$ cat config.mk
export PLATFORM = sky130hd
export DESIGN_NAME = prog_clkdiv
export DESIGN_NICKNAME = d
export VERILOG_FILES = /design/src/rtl/prog_clkdiv.sv
export SDC_FILE = /design/constraint.sdc
export NUM_CORES = 1
export LEC_CHECK = 0
export BUFFER_PORTS_ARGS = -buffer_cell sky130_fd_sc_hd__buf_2
export CORE_MARGIN = 2
export CORE_UTILIZATION = 30
export DETAILED_ROUTE_END_ITERATION = 10
export SLEW_MARGIN = 15
export SYNTH_ARGS = -nofsm -noshare
export SYNTH_HDL_FRONTEND = slang
export SYNTH_SLANG_ARGS = --single-unit
export TNS_END_PERCENT = 20
$ cat constraint.sdc
create_clock -name clk -period 2 [get_ports clk]
set_clock_uncertainty 0.1 [all_clocks]
set_input_delay 0 -clock clk [delete_from_list [all_inputs] [get_ports clk]]
set_output_delay 0 -clock clk [all_outputs]
set_load 0.1 [all_outputs]
$ cat src/rtl/prog_clkdiv.sv
// rtl/prog_clkdiv.sv - runtime-programmable clock-enable divider with one-shot mode and shadowed divisor reload
module prog_clkdiv #(
    parameter int              WIDTH   = 14,
    parameter logic [WIDTH-1:0] DIV_RST = '1,
    parameter int              TC_W    = 8
) (
    input  logic             clk,
    input  logic             rst,
    input  logic             en,
    input  logic             oneshot,
    input  logic             start,
    input  logic [WIDTH-1:0] div_in,
    input  logic             div_load,
    output logic             clkdiv,
    output logic             sq_out,
    output logic             busy,
    output logic [TC_W-1:0]  ticks
);

    logic [WIDTH-1:0] cnt;
    logic [WIDTH-1:0] div_act;
    logic [WIDTH-1:0] shadow;
    logic             pend;
    logic             tick;

    assign tick   = busy & en & (cnt == div_act);
    assign clkdiv = tick;

    always_ff @(posedge clk) begin
        if (!rst) begin
            cnt     <= '0;
            div_act <= DIV_RST;
            shadow  <= DIV_RST;
            pend    <= 1'b0;
            sq_out  <= 1'b0;
            busy    <= 1'b0;
            ticks   <= '0;
        end else begin
            if (busy & en) begin
                cnt <= tick ? '0 : cnt + 1'b1;
            end

            if (tick) begin
                sq_out <= ~sq_out;
                ticks  <= ticks + 1'b1;
            end

            // Divisor only changes at a period boundary (or while idle, when cnt is 0),
            // so the running period is never truncated.
            if (div_load && tick) begin
                div_act <= div_in;
                shadow  <= div_in;
                pend    <= 1'b0;
            end else if (div_load && busy) begin
                shadow  <= div_in;
                pend    <= 1'b1;
            end else if (div_load) begin
                div_act <= div_in;
                shadow  <= div_in;
            end else if (tick && pend) begin
                div_act <= shadow;
                pend    <= 1'b0;
            end

            if (!oneshot) begin
                busy <= 1'b1;
            end else if (tick) begin
                busy <= 1'b0;
            end else if (start && !busy) begin
                busy <= 1'b1;
            end
        end
    end

endmodule

==> results.sh <==
export IMPL_ir_drop_mv=0.277
export IMPL_clkTransAtPathRegs_ns=0.09
export IMPL_min_to="shadow[1]$_SDFFE_PN1P_"
export IMPL_grt_max_degree=30
export IMPL_htreeDepth=2
export IMPL_placed_area_um2=3030
export IMPL_ant_nets=0
export IMPL_slew_headroom=0.614
export IMPL_rsz0062_at_grt="yes"
export IMPL_yosysSeqAreaShare=0.412
export IMPL_io_pins=31
export IMPL_criticalPathCategory="reg2reg"
export IMPL_yosysUniqueCellTypes=34
export IMPL_slowest_stage="or4_4"
export IMPL_tightest_slew_ns=0.579
export IMPL_min_path_cells=3
export IMPL_io_buffers=30
export IMPL_postCtsSetupBuffers=0
export IMPL_grt_pass1_wl_um=10800
export IMPL_cts_buffer_depth=2
export IMPL_p_leak_nw=1.35
export IMPL_final_cell_area_um2=3370
export IMPL_synth_avg_cell_area_um2=8.76
export IMPL_first_iter_violations=96
export IMPL_r2r_end="ticks[7]$_SDFFE_PN0P_"
export IMPL_wl_per_cell_um=13.9
export IMPL_cts_made_buffers=5
export IMPL_cp_start_kind="flop"
export IMPL_hold_violations=0
export IMPL_std_cell_rows=33
export IMPL_num_vias=2331
export IMPL_fin_setup_tns_ns=0
export IMPL_initial_core_util=0.312
export IMPL_worst_path_stages=5
export IMPL_cts_sinks=53
export IMPL_cts_root_buf="clkbuf_8"
export IMPL_synthArstFlopShare=0
export IMPL_drive_above_1_share=0.239
export IMPL_insertedDiodeCount=0
export IMPL_synthFlopType="dfxtp_1"
export IMPL_crit_path_cell_trace="xnor2_2, nand4_1, or4_4, o311ai_4, o41ai_2"
export IMPL_setup_viol=0
export IMPL_syn_area_um2=2580
export IMPL_powerDensity_nw_per_um2=632
export IMPL_cts_tree="done"
export IMPL_synth_edf_count=0
export IMPL_grt_use_total=0.137
export IMPL_grt_pass1_vias=2320
export IMPL_cp_required_ns=2.08
export IMPL_antenna_found_initial=0
export IMPL_drv_slew=0
export IMPL_hold_start="rst"
export IMPL_fin_crit_sh=0.985
export IMPL_layout_nets=377
export IMPL_synthTopCellsByCount="53 x dfxtp_1, 31 x nand2_1, 31 x nor3_1"
export IMPL_gr_total_overflow=0
export IMPL_r2r_start="div_act[8]$_SDFFE_PN1P_"
export IMPL_synthCells=294
export IMPL_firstDrtPassIters=4
export IMPL_yosysMostFrequentCell="dfxtp_1"
export IMPL_clk_insertion_delay_late_ns=0.30
export IMPL_drc=0
export IMPL_reg2reg_depth=5
export IMPL_coreArea_um2=8260
export IMPL_gp_congestion=0.770
export IMPL_yosys_warnings=0
export IMPL_die_w_um=96.7
export IMPL_critical_path_top_delay_family="simple AND/OR/NAND/NOR gates"
export IMPL_dpl_cell_count=436
export IMPL_min_path_type="in2reg"
export IMPL_vias_per_cell=5.06
export IMPL_area_delta_synth_final_pct=31.0
export IMPL_rrSetupSlack_ns=0.03
export IMPL_cp_arrival_ns=2.05
export IMPL_ys_top_cells_by_area="dfxtp_1 41%, xnor2_1 7.8%, mux2i_1 7.0%"
export IMPL_synth_top_area_share=0.412
export IMPL_power_total_mw=2.13
export IMPL_hpwl_um=4320
export IMPL_outcome="complete, no violations"
export IMPL_max_freq_ghz=0.508
export IMPL_synth_fp_nets=316
export IMPL_post_route_util=0.409
export IMPL_ys_seq_elements=53
export IMPL_period_needed_ns=1.97
export IMPL_worst_path_max_fanout=11
export IMPL_die_area_um2=9350
export IMPL_die_h_um=96.7
export IMPL_synth_area_leader_cell="dfxtp_1"
export IMPL_wl_um=6410
export IMPL_crit_path_max_incr_delay_ns=0.68
export IMPL_worstSetupEndpointType="flop"
export IMPL_crit_buf_inv=0
export IMPL_fin_cells=461
export IMPL_drv_cap=0
-- layout by cell type, fill, tap and decap left out, types with 4 or more instances in the layout --
cell           Yosys  layout
nand2b_1           5       5
buf_2              3      29
xnor2_1           23      16
dfxtp_2            0       5
xnor2_2            0       7
dfxtp_1           53      47
and2_1             5       4
xor2_1             5       5
nor2_1            15      15
o21ai_0           16      16
nand4_1            9       9
o311a_1           14      14
clkbuf_8           0       6
mux2i_1           18      18
nand2_1           31      30
buf_4              0      25
nor3_1            31      31
a21boi_0           4       4
nand3_1           24      24
inv_1              4       4
dlygate4sd3_1      0      17
-- worst register-to-register path, delay by kind of cell (launching register included) --
family	cells	cell delay [ns]
AND/OR/NAND/NOR	2	0.82
XOR/XNOR	1	0.20
AO/OA/AOI/OAI	2	0.38
flip-flops	1	0.36
-- flip-flops by register name, indices dropped and copies added, names as in the netlist --
| register | flops |
|---|---|
| busy | 1 |
| ticks | 8 |
| pend | 1 |
| cnt | 14 |
| sq_out | 1 |
| shadow | 14 |
| div_act | 14 |
-- final cells by class --
cell class | instances | area (um^2)
Clock buffer | 8 | 111
Fill cell | 838 | 4880
Inverter | 4 | 15.0
Multi-Input combinational cell | 217 | 1500
Sequential cell | 53 | 1070
Tap cell | 105 | 131
Timing Repair Buffer | 74 | 551
-- report_power, final --
group	leakage (nW)	switching [mW]	internal, mW
Combinational	0.862	0.152	0.142
Clock	0.0566	0.338	0.358
Sequential	0.434	0.0389	1.10
-- metal layers --
metal | vias to the layer above | GRT usage | part of all wire
met3 | 2 | 0.0267 | 0.032
met1 | 1117 | 0.187 | 0.49
met5 | - | 0 | 0
met4 | 0 | 0.0314 | 0.0053
li1 | 1169 | - | -
met2 | 43 | 0.224 | 0.48
-- worst max path at each step --
stage	from	end	slack [ns]
3_5_place_dp	div_act[3]$_SDFFE_PN1P_	cnt[3]$_SDFFE_PN0P_	-0.04
4_1_cts	div_act[1]$_SDFFE_PN1P_	clkdiv	0.007
2_1_floorplan	busy$_SDFFE_PN0P_	ticks[7]$_SDFFE_PN0P_	-0.05
3_3_place_gp	div_act[3]$_SDFFE_PN1P_	cnt[7]$_SDFFE_PN0P_	-0.02
6_report	div_act[8]$_SDFFE_PN1P_	ticks[7]$_SDFFE_PN0P_	0.03
5_1_grt	div_act[8]$_SDFFE_PN1P_	ticks[7]$_SDFFE_PN0P_	-0.04
-- metrics by stage --
step / setup WS, ns / hold WS [ns]
2_1_floorplan: -0.0481 / -0.00442
3_3_place_gp: -0.0163 / 0.0816
3_5_place_dp: -0.0354 / 0.0863
4_1_cts: 0.00651 / 0.00400
5_1_grt: -0.0396 / 0.0153
6_report: 0.0297 / 0.0141
-- repair_timing --
action                     CTS  global route
hold buffers                17             0
pin swaps                    1             1
setup endpoints to repair   16            19
resized for setup            3             9
hold endpoints to repair    19             0
cloned                       0             0
-- kinds of logic (layout without fill, tap and decap cells) --
group	after synthesis	after routing	synth area share
simple gates	129	129	0.250
flops	53	53	0.412
compound gates	40	40	0.124
xor+xnor	28	28	0.0952
buf+inv	24	86	0.0393
mux	18	18	0.0699
fa+ha+maj	2	2	0.00971
Note: power is estimated with default switching activity, not from simulation.
